File: src/rtl/lsu_hs_if.sv
// -----------------------------------------------------------------------------
// lsu_hs_if: bundle of the core-side request/response handshake and the
// data-memory req/gnt/rvalid port seen by the load/store unit.
//
// Signals (directions are from the LSU's point of view, modport slave):
//   req_valid_i / req_ready_o   core request handshake
//   rw_ctrl_i [3:0]             [3]=store, [2:0]=b/h/w/bu/hu
//   addr_i [ADDR_W-1:0]         byte address
//   wdata_i [31:0]              store data, low bits valid
//   rsp_valid_o / rsp_ready_i   core response handshake
//   rsp_data_o [31:0]           load result
//   rsp_err_o [1:0]             00 ok, 01 misaligned, 10 timeout, 11 illegal
//   mem_req_o, mem_we_o, mem_addr_o, mem_be_o, mem_wdata_o   memory request
//   mem_gnt_i, mem_rvalid_i, mem_rdata_i                     memory response
//
// modport slave  : the LSU
// modport master : the environment (core + memory) driving the LSU
// -----------------------------------------------------------------------------
interface lsu_hs_if #(
  parameter int ADDR_W = 12
);
  logic              req_valid_i;
  logic              req_ready_o;
  logic [3:0]        rw_ctrl_i;
  logic [ADDR_W-1:0] addr_i;
  logic [31:0]       wdata_i;
  logic              rsp_valid_o;
  logic              rsp_ready_i;
  logic [31:0]       rsp_data_o;
  logic [1:0]        rsp_err_o;
  logic              mem_req_o;
  logic              mem_we_o;
  logic [ADDR_W-1:0] mem_addr_o;
  logic [3:0]        mem_be_o;
  logic [31:0]       mem_wdata_o;
  logic              mem_gnt_i;
  logic              mem_rvalid_i;
  logic [31:0]       mem_rdata_i;

  modport slave (
    input  req_valid_i, rw_ctrl_i, addr_i, wdata_i, rsp_ready_i,
           mem_gnt_i, mem_rvalid_i, mem_rdata_i,
    output req_ready_o, rsp_valid_o, rsp_data_o, rsp_err_o,
           mem_req_o, mem_we_o, mem_addr_o, mem_be_o, mem_wdata_o
  );

  modport master (
    output req_valid_i, rw_ctrl_i, addr_i, wdata_i, rsp_ready_i,
           mem_gnt_i, mem_rvalid_i, mem_rdata_i,
    input  req_ready_o, rsp_valid_o, rsp_data_o, rsp_err_o,
           mem_req_o, mem_we_o, mem_addr_o, mem_be_o, mem_wdata_o
  );
endinterface

File: src/rtl/lsu_hs.sv
// -----------------------------------------------------------------------------
// lsu_hs: handshaked load/store unit between the MEM stage and a
// req/gnt/rvalid data-memory port. One transaction outstanding.
//
// Ports:
//   clk  rising-edge clock
//   rst  synchronous active-high reset
//   bus  lsu_hs_if.slave (core request/response + memory port)
//
// Flow: IDLE accepts and classifies a request. Illegal/misaligned requests
// go straight to RESP without touching memory; legal ones issue a registered
// memory request (REQ), wait for the read data / write ack (WAIT), then hold
// the response (RESP) until the core takes it. A cycle counter spanning
// REQ+WAIT turns a stalled memory into a bus-timeout response.
// -----------------------------------------------------------------------------
module lsu_hs #(
  parameter int ADDR_W  = 12,
  parameter int TIMEOUT = 16
) (
  input logic    clk,
  input logic    rst,
  lsu_hs_if.slave bus
);

  typedef enum logic [1:0] {IDLE, REQ, WAIT, RESP} state_e;

  localparam logic [1:0] ERR_OK  = 2'b00;
  localparam logic [1:0] ERR_MIS = 2'b01;
  localparam logic [1:0] ERR_TO  = 2'b10;
  localparam logic [1:0] ERR_ILL = 2'b11;
  localparam logic [7:0] CNT_LAST = 8'(TIMEOUT - 1);

  state_e            state_q, state_d;
  logic [3:0]        ctrl_q, ctrl_d;
  logic [1:0]        off_q, off_d;
  logic [7:0]        cnt_q, cnt_d;
  logic              rsp_valid_q, rsp_valid_d;
  logic [31:0]       rsp_data_q, rsp_data_d;
  logic [1:0]        rsp_err_q, rsp_err_d;
  logic              mem_req_q, mem_req_d;
  logic              mem_we_q, mem_we_d;
  logic [ADDR_W-1:0] mem_addr_q, mem_addr_d;
  logic [3:0]        mem_be_q, mem_be_d;
  logic [31:0]       mem_wdata_q, mem_wdata_d;

  // Request classification, only meaningful while accepting in IDLE.
  logic       illegal, misaligned;
  logic [2:0] sz;
  logic [1:0] a_lo;
  assign sz   = bus.rw_ctrl_i[2:0];
  assign a_lo = bus.addr_i[1:0];
  assign illegal    = bus.rw_ctrl_i[3] ? (sz > 3'b010) : (sz > 3'b100);
  assign misaligned = ((sz == 3'b001 || sz == 3'b100) && a_lo[0]) ||
                      ((sz == 3'b010) && (a_lo != 2'b00));

  // Load result: shift the addressed lane down, then extend by size.
  logic [31:0] lane, load_data;
  always_comb begin
    lane = bus.mem_rdata_i >> {off_q, 3'b000};
    case (ctrl_q[2:0])
      3'b000:  load_data = {{24{lane[7]}}, lane[7:0]};
      3'b001:  load_data = {{16{lane[15]}}, lane[15:0]};
      3'b011:  load_data = {24'h0, lane[7:0]};
      3'b100:  load_data = {16'h0, lane[15:0]};
      default: load_data = lane;
    endcase
    if (ctrl_q[3]) load_data = 32'h0;
  end

  // NOTE: every always_comb output gets a default first so no path
  // through the case leaves a signal unassigned (which would infer a latch).
  always_comb begin
    state_d     = state_q;
    ctrl_d      = ctrl_q;
    off_d       = off_q;
    cnt_d       = cnt_q;
    rsp_valid_d = rsp_valid_q;
    rsp_data_d  = rsp_data_q;
    rsp_err_d   = rsp_err_q;
    mem_req_d   = mem_req_q;
    mem_we_d    = mem_we_q;
    mem_addr_d  = mem_addr_q;
    mem_be_d    = mem_be_q;
    mem_wdata_d = mem_wdata_q;

    case (state_q)
      IDLE: begin
        if (bus.req_valid_i) begin
          ctrl_d = bus.rw_ctrl_i;
          off_d  = a_lo;
          cnt_d  = 8'h0;
          if (illegal || misaligned) begin
            state_d     = RESP;
            rsp_valid_d = 1'b1;
            rsp_data_d  = 32'h0;
            rsp_err_d   = illegal ? ERR_ILL : ERR_MIS;
          end else begin
            state_d    = REQ;
            mem_req_d  = 1'b1;
            mem_we_d   = bus.rw_ctrl_i[3];
            mem_addr_d = {bus.addr_i[ADDR_W-1:2], 2'b00};
            case (sz)
              3'b000, 3'b011: begin
                mem_be_d    = 4'b0001 << a_lo;
                mem_wdata_d = {4{bus.wdata_i[7:0]}};
              end
              3'b001, 3'b100: begin
                mem_be_d    = 4'b0011 << a_lo;
                mem_wdata_d = {2{bus.wdata_i[15:0]}};
              end
              default: begin
                mem_be_d    = 4'b1111;
                mem_wdata_d = bus.wdata_i;
              end
            endcase
          end
        end
      end

      REQ: begin
        cnt_d = cnt_q + 8'h1;
        if (bus.mem_gnt_i) begin
          mem_req_d = 1'b0;
          if (bus.mem_rvalid_i) begin
            // Zero-latency memory: response in the grant cycle.
            state_d     = RESP;
            rsp_valid_d = 1'b1;
            rsp_data_d  = load_data;
            rsp_err_d   = ERR_OK;
          end else begin
            state_d = WAIT;
          end
        end else if (cnt_q >= CNT_LAST) begin
          state_d     = RESP;
          mem_req_d   = 1'b0;
          rsp_valid_d = 1'b1;
          rsp_data_d  = 32'h0;
          rsp_err_d   = ERR_TO;
        end
      end

      WAIT: begin
        cnt_d = cnt_q + 8'h1;
        if (bus.mem_rvalid_i) begin
          state_d     = RESP;
          rsp_valid_d = 1'b1;
          rsp_data_d  = load_data;
          rsp_err_d   = ERR_OK;
        end else if (cnt_q >= CNT_LAST) begin
          // >= also covers a grant that landed exactly on the last count.
          state_d     = RESP;
          rsp_valid_d = 1'b1;
          rsp_data_d  = 32'h0;
          rsp_err_d   = ERR_TO;
        end
      end

      RESP: begin
        // Stray rvalid after a timeout is ignored simply by not looking at it.
        if (bus.rsp_ready_i) begin
          state_d     = IDLE;
          rsp_valid_d = 1'b0;
          rsp_data_d  = 32'h0;
          rsp_err_d   = ERR_OK;
        end
      end

      default: state_d = IDLE;
    endcase
  end

  // NOTE: state registers use non-blocking assignments so every flop samples
  // the pre-edge values regardless of statement order; the reset here is
  // synchronous, so it lives inside the clocked branch rather than the list.
  always_ff @(posedge clk) begin
    if (rst) begin
      state_q     <= IDLE;
      ctrl_q      <= 4'h0;
      off_q       <= 2'b00;
      cnt_q       <= 8'h0;
      rsp_valid_q <= 1'b0;
      rsp_data_q  <= 32'h0;
      rsp_err_q   <= ERR_OK;
      mem_req_q   <= 1'b0;
      mem_we_q    <= 1'b0;
      mem_addr_q  <= '0;
      mem_be_q    <= 4'h0;
      mem_wdata_q <= 32'h0;
    end else begin
      state_q     <= state_d;
      ctrl_q      <= ctrl_d;
      off_q       <= off_d;
      cnt_q       <= cnt_d;
      rsp_valid_q <= rsp_valid_d;
      rsp_data_q  <= rsp_data_d;
      rsp_err_q   <= rsp_err_d;
      mem_req_q   <= mem_req_d;
      mem_we_q    <= mem_we_d;
      mem_addr_q  <= mem_addr_d;
      mem_be_q    <= mem_be_d;
      mem_wdata_q <= mem_wdata_d;
    end
  end

  assign bus.req_ready_o = (state_q == IDLE);
  assign bus.rsp_valid_o = rsp_valid_q;
  assign bus.rsp_data_o  = rsp_data_q;
  assign bus.rsp_err_o   = rsp_err_q;
  assign bus.mem_req_o   = mem_req_q;
  assign bus.mem_we_o    = mem_we_q;
  assign bus.mem_addr_o  = mem_addr_q;
  assign bus.mem_be_o    = mem_be_q;
  assign bus.mem_wdata_o = mem_wdata_q;

endmodule

File: src/flat_wrapper.sv
// flat-port wrapper written by rule: the top's interface ports become plain ports
module lsu_hs_flat 
#(
  parameter int ADDR_W  = 12,
  parameter int TIMEOUT = 16
)
  (clk, rst, bus_req_valid_i, bus_rw_ctrl_i, bus_addr_i, bus_wdata_i, bus_rsp_ready_i, bus_mem_gnt_i, bus_mem_rvalid_i, bus_mem_rdata_i, bus_req_ready_o, bus_rsp_valid_o, bus_rsp_data_o, bus_rsp_err_o, bus_mem_req_o, bus_mem_we_o, bus_mem_addr_o, bus_mem_be_o, bus_mem_wdata_o);
  lsu_hs_if #(.ADDR_W(ADDR_W)) bus_i ();
  input logic clk;
  input logic rst;
  input wire logic [$bits(bus_i.req_valid_i)-1:0] bus_req_valid_i;
  input wire logic [$bits(bus_i.rw_ctrl_i)-1:0] bus_rw_ctrl_i;
  input wire logic [$bits(bus_i.addr_i)-1:0] bus_addr_i;
  input wire logic [$bits(bus_i.wdata_i)-1:0] bus_wdata_i;
  input wire logic [$bits(bus_i.rsp_ready_i)-1:0] bus_rsp_ready_i;
  input wire logic [$bits(bus_i.mem_gnt_i)-1:0] bus_mem_gnt_i;
  input wire logic [$bits(bus_i.mem_rvalid_i)-1:0] bus_mem_rvalid_i;
  input wire logic [$bits(bus_i.mem_rdata_i)-1:0] bus_mem_rdata_i;
  output wire logic [$bits(bus_i.req_ready_o)-1:0] bus_req_ready_o;
  output wire logic [$bits(bus_i.rsp_valid_o)-1:0] bus_rsp_valid_o;
  output wire logic [$bits(bus_i.rsp_data_o)-1:0] bus_rsp_data_o;
  output wire logic [$bits(bus_i.rsp_err_o)-1:0] bus_rsp_err_o;
  output wire logic [$bits(bus_i.mem_req_o)-1:0] bus_mem_req_o;
  output wire logic [$bits(bus_i.mem_we_o)-1:0] bus_mem_we_o;
  output wire logic [$bits(bus_i.mem_addr_o)-1:0] bus_mem_addr_o;
  output wire logic [$bits(bus_i.mem_be_o)-1:0] bus_mem_be_o;
  output wire logic [$bits(bus_i.mem_wdata_o)-1:0] bus_mem_wdata_o;
  assign bus_i.req_valid_i = bus_req_valid_i;
  assign bus_i.rw_ctrl_i = bus_rw_ctrl_i;
  assign bus_i.addr_i = bus_addr_i;
  assign bus_i.wdata_i = bus_wdata_i;
  assign bus_i.rsp_ready_i = bus_rsp_ready_i;
  assign bus_i.mem_gnt_i = bus_mem_gnt_i;
  assign bus_i.mem_rvalid_i = bus_mem_rvalid_i;
  assign bus_i.mem_rdata_i = bus_mem_rdata_i;
  assign bus_req_ready_o = bus_i.req_ready_o;
  assign bus_rsp_valid_o = bus_i.rsp_valid_o;
  assign bus_rsp_data_o = bus_i.rsp_data_o;
  assign bus_rsp_err_o = bus_i.rsp_err_o;
  assign bus_mem_req_o = bus_i.mem_req_o;
  assign bus_mem_we_o = bus_i.mem_we_o;
  assign bus_mem_addr_o = bus_i.mem_addr_o;
  assign bus_mem_be_o = bus_i.mem_be_o;
  assign bus_mem_wdata_o = bus_i.mem_wdata_o;
  lsu_hs #(.ADDR_W(ADDR_W), .TIMEOUT(TIMEOUT)) u_core (.clk(clk), .rst(rst), .bus(bus_i));
endmodule
File: config.mk
export PLATFORM = sky130hd
export DESIGN_NAME = lsu_hs_flat
export DESIGN_NICKNAME = d
export VERILOG_FILES = /design/src/rtl/lsu_hs_if.sv /design/src/rtl/lsu_hs.sv /design/src/flat_wrapper.sv
export SDC_FILE = /design/constraint.sdc
export NUM_CORES = 1
export LEC_CHECK = 0
export BUFFER_PORTS_ARGS = -buffer_cell sky130_fd_sc_hd__buf_2
export CAP_MARGIN = 20
export CORE_AREA = 2 2 100 102
export DETAILED_ROUTE_END_ITERATION = 12
export DIE_AREA = 0 0 102 104
export PLACE_DENSITY = 0.84
export SLEW_MARGIN = 20
export SYNTH_ARGS = -nofsm -noshare
export SYNTH_HDL_FRONTEND = slang
export SYNTH_SLANG_ARGS = --single-unit
File: constraint.sdc
create_clock -name clk -period 4.89 [get_ports clk]
set_input_delay 1.467 -clock clk [delete_from_list [all_inputs] [get_ports clk]]
set_output_delay 1.467 -clock clk [all_outputs]
set_load 0.02 [all_outputs]
==> impl_results.md, run 1 <==
* N_diodes at 0
* Rows at 36
* Routed WL at 14500 um
* Setup violations, final at 0
* Layout cells sized above 1 at 0.264
* RSZ-0062 raised after global routing: false
* Slew headroom at 0.298
* Post-route insts no fill at 917
* Sum Neg Setup Slack at 0 ns
* TritonCTS Buffers at 9
* Via total after detailed routing at 5203
* I/O pin count at 172
* Clock Skews at 0.0131 ns
* Met1 Use GR at 0.327
* Tcrit/Tclk final at 0.718
* Fillers at 876
* Complex-gate fraction of the synthesized area at 0.236
* Register area share after synthesis at 0.395
* Pre-Repair DR Iteration Count at 5
* Peak VDD IR at 0.260 mV
* CTS resizes at 0
* Initial DRC count at 233
* Syn. warnings at 0
* CTS tree: yes
* GR Layer Usage met3 at 0.0927
* Port Buf Inserts at 169
* Die Area at 0.0106 mm2
* Worst-path clk slew at 0.10 ns
* Total net switching power at 1.15 mW
* Status: finished, final reports clean
* Worst-Margin Slew at 1.05 ns
* Clock latency on the worst-skew pair at 0.39 ns
* Drt drc at 0
* Gp weighted congestion at 0.917
* Combinational power share at 0.415
* XOR/XNOR share of the synthesized area at 0.0140
* Initial antenna violation count at 0
* # Post-CTS Setup Buffers at 0
* Cell variety after synth at 54
* Max frequency at 285 MHz
* Register area at 0.00198 mm2
* Post-DP HPWL at 10600 um
* Dpl cells at 901
* Largest family of logic cells by synthesized area: compound AO/OA/AOI/OAI gates
* # nets final at 870
* Number of global-route vias before repair at 4858
* Tmin final at 3.51 ns
* Yosys reg bits at 99
* Post-Synthesis Cells at 640
* CP Class: input port to flip-flop
* Sw frac at 0.434
* Simple-gate portion of the synthesized area at 0.228
* First-pass GRT wire length at 23000 um
* H-tree depth at 3
* Num Clock Sinks at 99
* Crit Path Max Fanout at 27
* Max Buffers Root-to-Sink at 2
* Adder-cell area share of the yosys netlist at 0.0125
* Critical Path Sink Type: flip-flop
* Mapped Avg Cell Area at 7.85 um2
* Sequential power share at 0.383
* Grt ovf at 0
* Largest net degree at the start of global routing at 68
* DR vias/cell at 5.67
* Mapped Area at 0.00502 mm2
* Worst min-delay path class: flip-flop to flip-flop
* P_leak at 2.58 nW
* WP data required at 5.13 ns
* GRT Overall Usage at 0.270
* Startpoint Class: input port
* Footprint of the multi-input gates at 0.00278 mm2
* Post-route antenna net violation count at 0
* Max Cap Viol at 0
* Core Area at 0.00955 mm2
* CTS root buffer: clkbuf_8
* Post-CTS Hold Buffers at 0
* Mux cell area share after synthesis at 0.0596
* Met2 Track Usage GR at 0.441
* DR WL/cell at 15.8 um
* Max-slew violations at 0
* Starting Density at 0.526
* Tot Pwr at 2.64 mW
* Int Power at 1.50 mW
* Die height at 104 um
* Die boundary width at 102 um
* Final Hold Viols at 0
* Layer carrying the most global-route usage: met2
* CP Data Arrival Time at 3.75 ns
* Clock share of power at 0.202
* Area Growth Syn to Fin at 20.3%
* Cell Pwr Density at 438 mW/mm2
final timing paths:
check	end	start	cells after the start	slack (ns)
worst max-delay path	u_core.bus.rsp_data_o[4]	bus_rw_ctrl_i[2]	7	1.38
worst min-delay path	u_core.bus.mem_addr_o[4]	u_core.bus.mem_addr_o[4]	2	0.46
worst max register to register	u_core.bus.rsp_data_o[4]	u_core.state_q[0]	8	1.89
worst min register to register	u_core.bus.mem_addr_o[4]	u_core.bus.mem_addr_o[4]	2	0.46
registers in the layout, summed over array words and instances (netlist names), 2 cells and up:
name,flops
u_core.bus.mem_be_o,4
u_core.bus.rsp_data_o,32
u_core.state_q,2
u_core.bus.mem_wdata_o,32
u_core.bus.rsp_err_o,2
u_core.cnt_q,8
u_core.off_q,2
u_core.ctrl_q,4
u_core.bus.mem_addr_o,10
critical path, stage by stage:
cell and delay, ns:
buf_2 0.30, nand2_1 0.09, o22ai_1 0.50, a21oi_4 0.19, nor3_2 0.30, or2_1 0.76
nor2_1 0.13
final cells by class:
cell class	count	area share
Clock buffer	10	0.0228
Clock inverter	6	0.00932
Inverter	11	0.00684
Multi-Input combinational cell	485	0.460
Sequential cell	99	0.328
Tap cell	133	0.0276
Timing Repair Buffer	173	0.145
synth_stat cells, drive strengths merged:
cell | count | area [um2]
o21ai | 26 | 130
nor3 | 24 | 148
nor3b | 3 | 22.5
o2bb2ai | 3 | 26.3
o211ai | 10 | 80.1
or2 | 1 | 6.26
a32o | 1 | 10.0
nor2 | 76 | 285
or3 | 1 | 6.26
a31oi | 10 | 68.8
a2111oi | 1 | 15.0
o21bai | 3 | 22.5
buf | 26 | 160
nor4b | 1 | 8.76
and4bb | 1 | 12.5
a211o | 8 | 71.3
xor2 | 4 | 35.0
mux2 | 4 | 48.8
nand2 | 100 | 378
nor2b | 12 | 75.1
inv | 11 | 41.3
o2111ai | 2 | 17.5
a211oi | 15 | 113
xnor2 | 4 | 35.0
and2 | 1 | 6.26
nand2b | 10 | 62.6
ha | 5 | 62.6
mux2i | 25 | 250
clkbuf | 20 | 75.1
nor4 | 1 | 6.26
a32oi | 9 | 86.3
a221oi | 1 | 8.76
conb | 1 | 3.75
and3 | 1 | 6.26
a22oi | 11 | 87.6
dfxtp | 99 | 1980
o22ai | 2 | 12.5
a21oi | 80 | 412
nand3 | 24 | 120
a21o | 3 | 22.5
cells in the final DEF, fill, tap and decap left out, drive strengths merged, types with 2 or more instances in the layout:
cell type / n
mux2: 4
clkinv: 2
o21bai: 3
a211o: 8
nand3: 24
a31oi: 10
a21oi: 80
nand2b: 10
nor3: 24
o22ai: 2
o21ai: 26
a21o: 3
buf: 173
nor2b: 12
dfxtp: 99
mux2i: 25
conb: 2
inv: 15
clkbuf: 10
nor2: 76
a211oi: 15
nand2: 100
xnor2: 4
a32oi: 9
o2bb2ai: 3
nor3b: 3
ha: 5
xor2: 4
a22oi: 11
o2111ai: 2
o211ai: 10
power groups by stage:
stage | Sequential, mW | Clock, mW | Combinational, mW
3_5_place_dp | 1.03 | 0 | 1.09
2_1_floorplan | 1.12 | 0 | 0.715
6_report | 1.01 | 0.535 | 1.10
3_3_place_gp | 1.02 | 0 | 1.06
4_1_cts | 1.01 | 0.546 | 1.09
5_1_grt | 1.03 | 0.577 | 1.20
kinds of logic after synthesis:
family                     after synthesis
AOI/OAI and AO/OA                      185
xor gates and xnor gates                 8
adders and majority gates                5
buffers and inverters                   57
DFF                                     99
muxes                                   29
other                                    1
and+or+nand+nor                        256
metal layers:
layer  share of wire  up-vias
met3           0.079       41
met2            0.49      212
li1                -     2527
met4           0.027        0
met1            0.40     2423
met5               0        -
per-stage QoR:
step                      cell area (um2)  utilization  setup WS [ns]  hold slack (ns)
after floorplan                      5020            -           1.95            0.437
after global placement               5840        0.612           1.18            0.441
after detailed placement             5840        0.612           1.01            0.446
after CTS                            6040        0.632           1.42            0.463
after global routing                 6040        0.632           1.18            0.484
final                                6040        0.632           1.38            0.462
Power figures use the tool's default switching activity.
==> run 2, diff against run 1 <==
- CORE_AREA: 2 2 100 102 -> 2 2 103 105
- DIE_AREA: 0 0 102 104 -> 0 0 105 107
- PLACE_DENSITY: 0.84 -> 0.79
- clock period: 4.89 -> 3.6 ns (I/O delays scaled with it)
==> run 2 against run 1 <==
Against the previous run:
- largest power group unchanged
- highest routed layer unchanged
- clock power grew 26%
- utilization shrank 2.9 points
- register-to-register slack lost 0.99 ns
- largest cell class unchanged
- critical endpoint is now u_core.bus.rsp_data_o[9]
- critical path depth is the same
==> impl_results.md, run 2 (synthesis gave the netlist of run 1 again) <==
* Status: finished, final reports clean
* Largest net degree at the start of global routing at 44 (-35%)
* Footprint of the multi-input gates at 0.00278 mm2 (unchanged)
* Port Buf Inserts at 169 (unchanged)
* CTS resizes at 0 (unchanged)
* Crit Path Max Fanout at 19 (-30%)
* Initial antenna violation count at 0 (unchanged)
* Post-layout util at 0.604 (-0.0288)
* GRT Overall Usage at 0.254 (-0.0153)
* Grt ovf at 0 (unchanged)
* CTS tree: yes
* DR vias/cell at 5.60 (-1.3%)
* Setup violations, final at 0 (unchanged)
* CP cell instances: buf_2 > o21ai_0 > a32oi_2 > a21oi_4 > nor3_4 > o21ai_0 > a21oi_1
* Post-route antenna net violation count at 0 (unchanged)
* CP bufs+invs at 1 (unchanged)
* Post-route insts no fill at 927 (+1.1%)
* Post-DP HPWL at 10500 um (-0.16%)
* Fillers at 946 (+8.0%)
* Worst stage delay on the critical path at 0.58 ns (-0.18 ns)
* Tmin final at 2.82 ns
* Max Buffers Root-to-Sink at 2 (unchanged)
* Via total after detailed routing at 5192 (-0.21%)
* DR WL/cell at 15.5 um (-2.0%)
* Dpl cells at 911 (+1.1%)
* Area Growth Syn to Fin at 21.3%
* Layout cells sized above 1 at 0.271 (+0.00651)
* Clock latency on the worst-skew pair at 0.37 ns (-0.02 ns)
* WP data required at 3.90 ns (-1.23 ns)
* CP Data Arrival Time at 3.12 ns (-0.63 ns)
* Num Clock Sinks at 99 (unchanged)
* Gp weighted congestion at 0.935 (+2.0%)
* Startpoint Class: input port
* # nets final at 877 (+0.80%)
* Worst min-delay path class: flip-flop to flip-flop
* Initial DRC count at 310 (+33%)
* Max Cap Viol at 0 (unchanged)
* N_diodes at 0 (unchanged)
* H-tree depth at 3 (unchanged)
* Tcrit/Tclk final at 0.782
* Tot Pwr at 3.58 mW (+35%)
* Cell Pwr Density at 588 mW/mm2 (+34%)
* Critical Path Sink Type: flip-flop
* RSZ-0062 raised after global routing: false
* Commonest non-fill, non-tap cell in the layout: buf_2
* Most used cell, CP: o21ai_0
* # Post-CTS Setup Buffers at 0 (unchanged)
* Register area at 0.00198 mm2 (unchanged)
* Worst-Margin Slew at 0.622 ns (-0.429 ns)
* Number of global-route vias before repair at 4900 (+0.86%)
* Die height at 107 um (+2.9%)
* Most frequent cells in the layout: buf_2, nand2_1, dfxtp_1
* CP Class: input port to flip-flop
* CTS root buffer: clkbuf_8
* Sum Neg Setup Slack at 0 ns (unchanged)
* Starting Density at 0.498 (-0.0283)
* Die boundary width at 105 um (+2.9%)
* Final Hold Viols at 0 (unchanged)
* Max frequency at 355 MHz
* Peak VDD IR at 0.274 mV (+5.4%)
* Post-CTS Hold Buffers at 0 (unchanged)
* Worst Hold Slack at 0.459 ns (-0.00315 ns)
* Die Area at 0.0112 mm2 (+5.9%)
* Core Area at 0.0101 mm2 (+5.7%)
* Pre-Repair DR Iteration Count at 5 (unchanged)
* Rows at 37 (+2.8%)
* TritonCTS Buffers at 9 (unchanged)
* Max-slew violations at 0 (unchanged)
* Routed WL at 14400 um (-0.89%)
* Slew headroom at 0.573 (+0.276)
* I/O pin count at 172 (unchanged)
* CP top delay family: compound AO/OA/AOI/OAI gates
* CP max stage cell: nor3_4
* P_leak at 2.60 nW (+1.1%)
* First-pass GRT wire length at 23300 um (+1.5%)
* Drt drc at 0 (unchanged)
* Worst-path clk slew at 0.09 ns (about the same)
* Clock Skews at 0.00917 ns (-0.00389 ns)
## run 2: stage by stage
stage,cell area [um2],setup WS (ns)
after CTS,6090,0.810
after global routing,6090,0.638
after detailed placement,5910,0.505
after global placement,5910,0.626
final,6090,0.784
after floorplan,5020,1.05
## run 2: cell type report
cell class / instances / share of cell area
Sequential cell: 99 / 0.325
Clock inverter: 6 / 0.00657
Timing Repair Buffer: 180 / 0.154
Multi-Input combinational cell: 485 / 0.456
Inverter: 11 / 0.00678
Tap cell: 136 / 0.0279
Clock buffer: 10 / 0.0226
## run 2: worst register-to-register path: stages (launching register included)
cell and delay (ns):
dfxtp_1 0.41, inv_1 0.09, ha_1 0.44, nor2b_1 0.25, a32oi_2 0.34, a21oi_4 0.12
nor3_4 0.58, o21ai_0 0.23, a21oi_1 0.17
## run 2: final timing paths
check                             end                     start  slack, ns  cells past startpoint
max          u_core.bus.rsp_data_o[9]          bus_rw_ctrl_i[2]       0.78                      7
min          u_core.bus.mem_addr_o[4]  u_core.bus.mem_addr_o[4]       0.46                      2
max reg2reg  u_core.bus.rsp_data_o[9]         u_core.state_q[0]       0.90                      8
min reg2reg  u_core.bus.mem_addr_o[4]  u_core.bus.mem_addr_o[4]       0.46                      2
## run 2: per-layer routing
layer / global-route usage / wire [um] / vias to the layer above
li1: - / - / 2533
met1: 0.325 / 6260 / 2394
met2: 0.415 / 6810 / 228
met3: 0.0511 / 940 / 37
met4: 0.115 / 393 / 0
met5: 0 / 0 / -
## run 2: power by group
part           leakage (nW)  total [mW]  internal [mW]  switching [mW]
logic                  1.71        1.54          0.515            1.02
registers             0.806        1.37           1.26           0.115
clock network        0.0924       0.673          0.271           0.403
total                  2.60        3.58           2.04            1.54
==> run 3, diff against run 2 <==
- CORE_AREA: 2 2 103 105 -> 2 2 108 110
- DIE_AREA: 0 0 105 107 -> 0 0 110 112
- PLACE_DENSITY: 0.79 -> 0.76
- clock period: 3.6 -> 2.3 ns (I/O delays scaled with it)
==> run 3 against run 2 <==
Against the previous run:
- highest routed layer unchanged
- total power grew 82%
- setup slack worse by 0.64 ns
- die area up 9.7%
- critical endpoint is now u_core.bus.rsp_data_o[20]
- critical path depth grew 2
==> impl_results.md, run 3 (synthesis gave the netlist of run 1 again) <==
* WP data required at 2.57 ns (-1.33 ns)
* Commonest non-fill, non-tap cell in the layout: buf_2
* Design area at 0.00657 mm2 (+7.9%)
* Final Hold Viols at 0 (unchanged)
* CTS root buffer: clkbuf_16
* CP cell instances: inv_1 > ha_1 > nand2_1 > a21o_1 > a211o_2 > nor3_4 > buf_4 > nand2_1 > a31oi_1
* Slew headroom at 0.595 (+0.0213)
* Drt drc at 0 (unchanged)
* # Post-CTS Setup Buffers at 0 (unchanged)
* Rows at 39 (+5.4%)
* N_diodes at 0 (unchanged)
* I/O pin count at 172 (unchanged)
* H-tree depth at 3 (unchanged)
* Max-slew violations at 0 (unchanged)
* Status: finished, final reports clean
* Max Buffers Root-to-Sink at 2 (unchanged)
* Clock Skews at 0.00952 ns (+0.000352 ns)
* Area Growth Syn to Fin at 30.8%
* Post-route antenna net violation count at 0 (unchanged)
* Die boundary width at 110 um (+4.8%)
* P_leak at 2.84 nW (+9.2%)
* Critical Path Sink Type: flip-flop
* CP Class: flip-flop to flip-flop
* Max frequency at 463 MHz
* Setup violations, final at 0 (unchanged)
* Max Cap Viol at 0 (unchanged)
* DR vias/cell at 5.53 (-1.3%)
* GRT Overall Usage at 0.241 (-0.0133)
* Peak VDD IR at 0.549 mV (+100%)
* # nets final at 908 (+3.5%)
* Post-route insts no fill at 965 (+4.1%)
* Starting Density at 0.449 (-0.0482)
* CTS tree: yes
* Dpl cells at 949 (+4.2%)
* DR WL/cell at 15.1 um (-2.7%)
* Fillers at 1039 (+9.8%)
* Worst-Margin Slew at 0.591 ns (-0.0310 ns)
* Worst min-delay path class: flip-flop to flip-flop
* Worst-path clk slew at 0.07 ns (-0.02 ns)
* RSZ-0062 raised after global routing: false
* Post-DP Area at 0.00623 mm2 (+5.4%)
* Flop-to-flop setup slack at 0.14 ns (-0.76 ns)
* Cell Pwr Density at 991 mW/mm2 (+69%)
* Initial antenna violation count at 0 (unchanged)
* Worst stage delay on the critical path at 0.42 ns (-0.16 ns)
* Most frequent cells in the layout: buf_2, nand2_1, dfxtp_1
* Layout cells sized above 1 at 0.300 (+0.0299)
* TritonCTS Buffers at 9 (unchanged)
* Via total after detailed routing at 5337 (+2.8%)
* Port Buf Inserts at 169 (unchanged)
* Num Clock Sinks at 99 (unchanged)
* Grt ovf at 0 (unchanged)
* Most used cell, CP: nand2_1
* Gp weighted congestion at 0.821 (-12%)
* Crit Path Max Fanout at 9 (-10)
* Clock latency on the worst-skew pair at 0.35 ns (-0.02 ns)
* Core Area at 0.0112 mm2 (+11%)
* Startpoint Class: flip-flop
* Post-DP HPWL at 10600 um (+0.70%)
* Tcrit/Tclk final at 0.939
* CP max stage cell: a211o_2
* Routed WL at 14600 um (+1.3%)
* Die height at 112 um (+4.7%)
* Initial DRC count at 359 (+16%)
* CP bufs+invs at 2 (+1)
* CP Data Arrival Time at 2.43 ns (-0.69 ns)
* Tmin final at 2.16 ns
* CP top delay family: compound AO/OA/AOI/OAI gates
* Die Area at 0.0123 mm2 (+9.7%)
* Largest net degree at the start of global routing at 33 (-25%)
* Number of global-route vias before repair at 4828 (-1.5%)
* Pre-Repair DR Iteration Count at 5 (unchanged)
* First-pass GRT wire length at 23500 um (+0.59%)
==> run 3: worst reg2reg max path: cells and delay by family, from the launching register on <==
family          cells  cell delay (ns)
buf+inv             2             0.30
fa+ha+maj           1             0.23
simple gates        3             0.34
flops               1             0.34
compound gates      3             0.88
==> run 3: power breakdown <==
part           switching (mW)  total (mW)  internal, mW  leakage, nW
Combinational            1.65        2.70          1.05         1.89
Sequential              0.178        2.15          1.97        0.806
Clock                   0.675        1.66         0.988        0.152
Total                    2.50        6.51          4.01         2.84
==> run 3: repair_timing <==
item	in CTS	in global routing
gates resized for setup	0	3
hold buffers	0	0
endpoints found under the setup margin	0	17
==> run 3: per-layer routing <==
layer	up-vias	track usage	share of wire
met1	2469	0.307	0.43
met3	31	0.0568	0.080
met5	-	0	0
li1	2605	-	-
met4	0	0.0970	0.023
met2	232	0.388	0.47
==> run 3: worst paths after layout <==
kind / start / endpoint / depth (start not counted)
worst max register to register: u_core.state_q[0] / u_core.bus.rsp_data_o[20] / 9
worst min register to register: u_core.bus.mem_we_o / u_core.bus.mem_we_o / 2
worst min-delay path: u_core.bus.mem_we_o / u_core.bus.mem_we_o / 2
worst max-delay path: u_core.state_q[0] / u_core.bus.rsp_data_o[20] / 9
==> run 3: per-stage QoR <==
step | setup TNS (ns) | setup slack [ns] | power (mW) | util | hold WS [ns]
after floorplan | 0 | 0.138 | 3.91 | - | 0.437
after global placement | -0.256 | -0.0794 | 4.82 | 0.557 | 0.440
after detailed placement | -1.21 | -0.109 | 4.85 | 0.557 | 0.445
after CTS | 0 | 0.0135 | 6.52 | 0.587 | 0.455
after global routing | 0 | 0.00801 | 6.92 | 0.588 | 0.473
final | 0 | 0.141 | 6.51 | 0.588 | 0.451
==> run 3: layout make-up <==
type,instances,area (um2),area share
clock buffers,11,243,0.0369
clock inverters,5,83.8,0.0128
inverters,11,41.3,0.00628
multi-input cells,485,2790,0.425
flip-flops and latches,99,1980,0.302
well taps,143,179,0.0272
repair buffers,211,1250,0.190
